<file path="src/rtl/pdm_ramp_if.sv">
`default_nettype none
// ============================================================================
// pdm_ramp_if : configuration, stream and status bundle for pdm_ramp
// Revision    : 1.0
// ============================================================================
interface pdm_ramp_if #(
    parameter int DWC = 8,
    parameter int CHN = 1
);
    logic                    ena;
    logic [CHN-1:0][DWC-1:0] cfg_tgt;
    logic [DWC-1:0]          cfg_stp;
    logic                    cfg_wen;
    logic                    cfg_clr;
    logic [CHN-1:0][DWC-1:0] str_dat;
    logic                    str_vld;
    logic                    str_rdy;
    logic [CHN-1:0]          sts_bsy;
    logic [CHN-1:0]          sts_don;

    modport master (
        output ena, cfg_tgt, cfg_stp, cfg_wen, cfg_clr, str_rdy,
        input  str_dat, str_vld, sts_bsy, sts_don
    );

    modport slave (
        input  ena, cfg_tgt, cfg_stp, cfg_wen, cfg_clr, str_rdy,
        output str_dat, str_vld, sts_bsy, sts_don
    );
endinterface
`default_nettype wire

</file>
<file path="src/rtl/pdm_ramp.sv">
`default_nettype none
// ============================================================================
// pdm_ramp : per-channel slew-limited ramp of PDM setpoints toward a target
// Revision : 1.0
// ============================================================================
module pdm_ramp #(
    parameter int DWC = 8,
    parameter int CHN = 1
) (
    input  wire logic  clk,
    input  wire logic  rst,
    pdm_ramp_if.slave  bus
);
    typedef enum logic [1:0] {
        ST_IDLE = 2'd0,
        ST_RISE = 2'd1,
        ST_FALL = 2'd2
    } state_e;

    logic [CHN-1:0][DWC-1:0] cur_q, cur_d;
    logic [CHN-1:0][DWC-1:0] tgt_q, tgt_d;
    state_e                  state_q [CHN];
    state_e                  state_d [CHN];
    logic [CHN-1:0]          don_q, don_d;
    logic [CHN-1:0]          bsy;
    logic                    xfer;

    assign xfer        = bus.ena & bus.str_rdy;
    assign bus.str_vld = bus.ena;
    assign bus.str_dat = cur_q;
    assign bus.sts_don = don_q;
    assign bus.sts_bsy = bsy;

    always_comb begin
        logic [DWC:0] sum;
        logic [DWC:0] dif;
        for (int i = 0; i < CHN; i++) begin
            // One extra bit so the step can never wrap past either rail.
            sum      = {1'b0, cur_q[i]} + {1'b0, bus.cfg_stp};
            dif      = {1'b0, cur_q[i]} - {1'b0, bus.cfg_stp};
            cur_d[i] = cur_q[i];
            tgt_d[i] = tgt_q[i];
            if (bus.cfg_clr) begin
                cur_d[i] = '0;
                tgt_d[i] = '0;
            end else begin
                if (xfer) begin
                    if (bus.cfg_stp == '0)
                        cur_d[i] = tgt_q[i];
                    else if (cur_q[i] < tgt_q[i])
                        cur_d[i] = (sum > {1'b0, tgt_q[i]}) ? tgt_q[i] : sum[DWC-1:0];
                    else if (cur_q[i] > tgt_q[i])
                        cur_d[i] = (dif[DWC] || (dif[DWC-1:0] < tgt_q[i])) ? tgt_q[i] : dif[DWC-1:0];
                end
                // The step above used the old target; the new one lands at the same edge.
                if (bus.cfg_wen)
                    tgt_d[i] = bus.cfg_tgt[i];
            end
            if (cur_d[i] < tgt_d[i])
                state_d[i] = ST_RISE;
            else if (cur_d[i] > tgt_d[i])
                state_d[i] = ST_FALL;
            else
                state_d[i] = ST_IDLE;
            don_d[i] = (state_q[i] != ST_IDLE) && (state_d[i] == ST_IDLE) && !bus.cfg_clr;
            bsy[i]   = (state_q[i] != ST_IDLE);
        end
    end

    always_ff @(posedge clk or posedge rst) begin
        if (rst) begin
            cur_q <= '0;
            tgt_q <= '0;
            don_q <= '0;
            for (int i = 0; i < CHN; i++)
                state_q[i] <= ST_IDLE;
        end else begin
            cur_q <= cur_d;
            tgt_q <= tgt_d;
            don_q <= don_d;
            for (int i = 0; i < CHN; i++)
                state_q[i] <= state_d[i];
        end
    end
endmodule
`default_nettype wire

</file>
<file path="src/flat_wrapper.sv">
// flat-port wrapper written by rule: the top's interface ports become plain ports
module pdm_ramp_flat 
#(
    parameter int DWC = 8,
    parameter int CHN = 1
)
  (clk, rst, bus_ena, bus_cfg_tgt, bus_cfg_stp, bus_cfg_wen, bus_cfg_clr, bus_str_rdy, bus_str_dat, bus_str_vld, bus_sts_bsy, bus_sts_don);
  pdm_ramp_if #(.DWC(DWC), .CHN(CHN)) bus_i ();
  input  wire logic clk;
  input  wire logic rst;
  input wire logic [$bits(bus_i.ena)-1:0] bus_ena;
  input wire logic [$bits(bus_i.cfg_tgt)-1:0] bus_cfg_tgt;
  input wire logic [$bits(bus_i.cfg_stp)-1:0] bus_cfg_stp;
  input wire logic [$bits(bus_i.cfg_wen)-1:0] bus_cfg_wen;
  input wire logic [$bits(bus_i.cfg_clr)-1:0] bus_cfg_clr;
  input wire logic [$bits(bus_i.str_rdy)-1:0] bus_str_rdy;
  output wire logic [$bits(bus_i.str_dat)-1:0] bus_str_dat;
  output wire logic [$bits(bus_i.str_vld)-1:0] bus_str_vld;
  output wire logic [$bits(bus_i.sts_bsy)-1:0] bus_sts_bsy;
  output wire logic [$bits(bus_i.sts_don)-1:0] bus_sts_don;
  assign bus_i.ena = bus_ena;
  assign bus_i.cfg_tgt = bus_cfg_tgt;
  assign bus_i.cfg_stp = bus_cfg_stp;
  assign bus_i.cfg_wen = bus_cfg_wen;
  assign bus_i.cfg_clr = bus_cfg_clr;
  assign bus_i.str_rdy = bus_str_rdy;
  assign bus_str_dat = bus_i.str_dat;
  assign bus_str_vld = bus_i.str_vld;
  assign bus_sts_bsy = bus_i.sts_bsy;
  assign bus_sts_don = bus_i.sts_don;
  pdm_ramp #(.DWC(DWC), .CHN(CHN)) u_core (.clk(clk), .rst(rst), .bus(bus_i));
endmodule
</file>
<file path="config.mk">
export PLATFORM = sky130hd
export DESIGN_NAME = pdm_ramp_flat
export DESIGN_NICKNAME = d
export VERILOG_FILES = /design/src/rtl/pdm_ramp_if.sv /design/src/rtl/pdm_ramp.sv /design/src/flat_wrapper.sv
export SDC_FILE = /design/constraint.sdc
export NUM_CORES = 1
export LEC_CHECK = 0
export ABC_AREA = 1
export CORE_MARGIN = 10
export CORE_UTILIZATION = 58
export DETAILED_ROUTE_END_ITERATION = 16
export GPL_ROUTABILITY_DRIVEN = 0
export PLACE_DENSITY = 0.86
export SLEW_MARGIN = 20
export SYNTH_ARGS = -nofsm -noshare
export SYNTH_HDL_FRONTEND = slang
export SYNTH_SLANG_ARGS = --single-unit
</file>
<file path="constraint.sdc">
create_clock -name clk -period 5.02 [get_ports clk]
set_clock_uncertainty 0.15 [all_clocks]
set_input_delay 0.502 -clock clk [delete_from_list [all_inputs] [get_ports clk]]
set_output_delay 0.502 -clock clk [all_outputs]
set_load 0.01 [all_outputs]
</file>
* Word-level counts from Yosys, hierarchy flattened *
Cells that the tools add are included.

operators by class
  bitwise logic cells = 1
  reductions and logical operators = 7
  mux-type cells = 11
  add/sub/neg operators = 2
  order comparisons = 6

operator list
  operator           count
  $mux 8             9
  $lt 8x8->1         3
  $gt 8x8->1         2
  $add 8x8->9        1
  $gt 9x8->1         1
  $sub 8x8->9        1
  $logic_not 8->1    1
  $mux 2             2
  $logic_and 1x1->1  2
  $logic_not 2->1    1
  $reduce_bool 2->1  1
  $and 1x1->1        1
  $logic_not 1->1    1
  $logic_or 1x1->1   1

word-level totals
  word-level logic and storage cells = 31
  output and inout port bits = 11
  input bits = 22
  flip-flop bits (word level) = 19

* Logic depth before layout (Yosys ltp) *
Gate-level depths: netlist of the first run.

  depth in word-level cells = 15
  mapped depth = 30
  gate-level depth less buffers = 30

* Worst setup path before layout of the first run *
No wires, ideal clock.

  kind = input port to flip-flop
  start point = input port bus_cfg_stp[0]
  end point = register u_core.don_q (netlist: u_core.bus.sts_don)
  data arrival time = 3.856 ns
  setup time = 0.145 ns
  path buffers = 0
  required time = 4.725 ns
  setup slack = 0.869 ns
  cell stages on the path = 30
  path through = ha_1 > inv_1 > fa_1 > inv_1 > a21oi_2 > o21ai_2 > xor2_1 > inv_1 > ha_1 > nand2_1 > nor2_1 > nand2_1 > nand3_1 > nand2_1 > nand2_1 > nand2_1 > nand2_1 > nand2_2 > nand2_4 > nand2_1 > nand3_1 > nand2_1 > a21oi_2 > ha_1 > inv_1 > nor2_1 > o21bai_1 > a21oi_1 > a2111oi_0 > nor2_1

RTL lines
  item                  line                text
  start, declared       flat_wrapper.sv:13  input wire logic [$bits(bus_i.cfg_stp)-1:0] bus_cfg_stp;
  end signal, assigned  pdm_ramp.sv:80      don_q <= don_d;
  end, declared         pdm_ramp.sv:24      logic [CHN-1:0] don_q, don_d;

==> run_results.csv, run 1 <==
group,metric,value,unit
floorplanning,die_x,91.3,um
synth,synth_area,0.00295,mm^2
global_routing,track_usage,17.8,%
worst_setup_path,crit_path_frequent_cell,"nand2_1",
synth,ys_seq_area_share,16.1,%
worst_hold_path,min_path_type,"reg -> reg",
pwr,leakagePower,0.00179,uW
cells_and_area,nFillCells,415,
worst_setup_path,required,5.00,ns
sta,drv_slew,0,
route,dr.pass1.iters,4,
cells_and_area,drive_above_1_share,10.9,%
synth,yosys_register_bits,19,
worst_setup_path,cp_slowest_cell,"clkdlybuf4s50_1",
cells_and_area,multi_input_area,0.00211,mm^2
global_routing,grt_pass1_vias,2823,
pwr,power.density,262,mW/mm^2
sta,whs,0.505,ns
synth,async_reset_ff_share,100,%
placed_design,portBuffers,32,
worst_setup_path,slowest_delay,0.51,ns
cells_and_area,final_cell_area,0.00337,mm^2
placed_design,post_dp_cell_area,0.00330,mm^2
global_routing,antenna_found_initial,0,
worst_setup_path,critPathKind,"in -> reg",
synth,syn_area_per_cell,6.72,um^2
sta,fin_setup_tns,0,ns
sta,rsz0062_at_grt,"no",
sta,worstMarginPinSlew,0.718,ns
worst_setup_path,startpoint_type,"input port",
cells_and_area,final_core_util,69.9,%
route,wl_per_cell,14.0,um
synth,synth_top_area_share,19.9,%
synth,yosys.area.top_type,"ha_1",
run,drv_cap,0,
floorplanning,row_count,25,
global_routing,grt_max_degree,20,
floorplanning,io_pins,33,
route,vias_per_cell,5.40,
synth,synth_area_leaders,"ha_1 (20%), dfrtp_1 (16%), nand2_1 (14%)",
cts,cts_buffers,3,
synth,synth_cells,439,
worst_setup_path,critPathCaptureType,"flop",
sta,fmax,216,MHz
global_routing,grt_overflow_total,0,
status,status,"completed",
cts,max-clock-path-buffers,2,
floorplanning,coreArea,0.00482,mm^2
sta,hold_violations,0,
cells_and_area,synthToLayoutAreaGrowth,14.1,%
synth,ys_types,39,
sta,min_period,4.62,ns
synth,yosysWarnings,0,
synth,synth_edf_count,0,
cts,cts_sinks,19,
cells_and_area,fin_nets,541,
synth,synthFlopType,"dfrtp_1",
worst_setup_path,worstPathArrival,4.61,ns
cts,clk_latency,0.25,ns
cts,htreeDepth,1,
cells_and_area,regArea,475,um^2
cts,cts_tree,"yes",
route,drt-total-wl,7.53,mm
synth,synthesis.nets,510,
route,vias,2893,
sta,setup_viol,0,
pwr,ir_drop,215,uV
sta,maxSlewHeadroom,52.1,%
route,antenna_left,0,
floorplanning,initial_core_util,61.2,%
route,drc,0,
floorplanning,die_h,91.3,um
cells_and_area,antenna_cells,0,
cts,clk_pin_slew,0.06,ns
route,drt-initial-drc-count,183,
worst_setup_path,cp_max_fo,9,
cts,clock-root-buffer,"clkbuf_8",
placed_design,place_hpwl,6.31,mm
global_routing,grt_pass1_wl,12.8,mm
floorplanning,dieArea,0.00834,mm^2
sta,period_share,92.1,%
[final cells by class]
cell class / count / area share, %
Clock buffer: 4 / 1.34
Inverter: 79 / 8.88
Multi-Input combinational cell: 331 / 62.8
Sequential cell: 19 / 14.1
Tap cell: 67 / 2.49
Timing Repair Buffer: 36 / 10.4
[cells in the mapped netlist (4+ instances only)]
library cell / count
nand2_2: 10
a21oi_1: 31
ha_1: 47
a21oi_2: 7
nand2_4: 5
nor2_1: 28
inv_1: 70
buf_6: 4
xor2_1: 4
nand3_1: 41
nand2_1: 110
nor3_1: 8
nand4_1: 6
dfrtp_1: 19
inv_2: 7
[cell families (layout without fill, tap and decap cells)]
logic type | after synthesis | in the layout | share of synthesized area [%]
xor+xnor | 8 | 8 | 3.14
flops | 19 | 19 | 16.1
simple gates | 216 | 216 | 33.5
fa+ha+maj | 49 | 49 | 21.3
compound gates | 58 | 58 | 13.3
buf+inv | 89 | 119 | 12.6
[worst paths after layout]
kind                                            start               endpoint  slack, ns  cells after the start
worst min-delay path                u_core.state_q[0]     u_core.bus.sts_don       0.51                      4
worst max-delay path                   bus_cfg_stp[0]      u_core.state_q[1]       0.40                     32
max in group asynchronous                         rst  u_core.bus.str_dat[4]       3.75                      2
worst min register to register      u_core.state_q[0]     u_core.bus.sts_don       0.51                      4
worst max register to register  u_core.bus.str_dat[1]      u_core.state_q[1]       0.70                     30
min in group asynchronous                         rst      u_core.state_q[1]       0.52                      2
[cell usage in the layout, fill, tap and decap left out, types with 8 or more instances in the layout]
cell type and n:
nor2_1 28, nor3_1 8, ha_1 47, inv_1 70, clkdlybuf4s50_1 32, dfrtp_1 19
nand2_1 110, nand2_2 9, a21oi_1 31, nand3_1 41
[worst max-delay path: cells and delay by family]
family | cells | cell delay (ns)
buffers and inverters | 6 | 0.96
AOI/OAI and AO/OA | 6 | 0.83
and+or+nand+nor | 15 | 1.04
xor gates and xnor gates | 1 | 0.16
adders and majority gates | 4 | 1.12
[state kept, by name, indices dropped and copies added (netlist names)]
name,flops
u_core.state_q,2
u_core.bus.sts_don,1
u_core.tgt_q,8
u_core.bus.str_dat,8
[per-stage QoR]
stage | std cells | setup WS (ns) | power [uW]
5_1_grt | 536 | 0.00267 | 965
6_report | 536 | 0.396 | 882
3_5_place_dp | 531 | 0.0507 | 764
2_1_floorplan | 439 | 0.869 | 622
4_1_cts | 535 | 0.300 | 871
3_3_place_gp | 531 | 0.121 | 747
[where the power goes]
part	switching, uW	internal (uW)	total [uW]
logic	360	228	588
registers	21.0	169	190
clock network	47.6	56.4	104
[routing by layer]
metal	part of all wire [%]	track usage, %
met3	4.4	2.47
met5	0	0
met4	2.8	6.66
met1	43	20.8
met2	50	32.2
[repair_timing]
action / 4_1_cts / 5_1_grt
endpoints found under the setup margin: 0 / 3
setup buffers: 0 / 1
resized for setup: 0 / 3
hold buffers: 0 / 0
Note: power is estimated with default switching activity, not from simulation.
==> run 2, diff against run 1 <==
--- a/config.mk
+++ b/config.mk
@@ -8,9 +8,11 @@
 export ABC_AREA = 1
 export CORE_MARGIN = 10
 export CORE_UTILIZATION = 58
+export CTS_CLUSTER_SIZE = 25
 export DETAILED_ROUTE_END_ITERATION = 16
 export GPL_ROUTABILITY_DRIVEN = 0
 export PLACE_DENSITY = 0.86
+export SKIP_CTS_REPAIR_TIMING = 1
 export SLEW_MARGIN = 20
 export SYNTH_ARGS = -nofsm -noshare
 export SYNTH_HDL_FRONTEND = slang
==> results of run 2 <==
The final DEF is identical to that of run 1; final timing and power are the same.
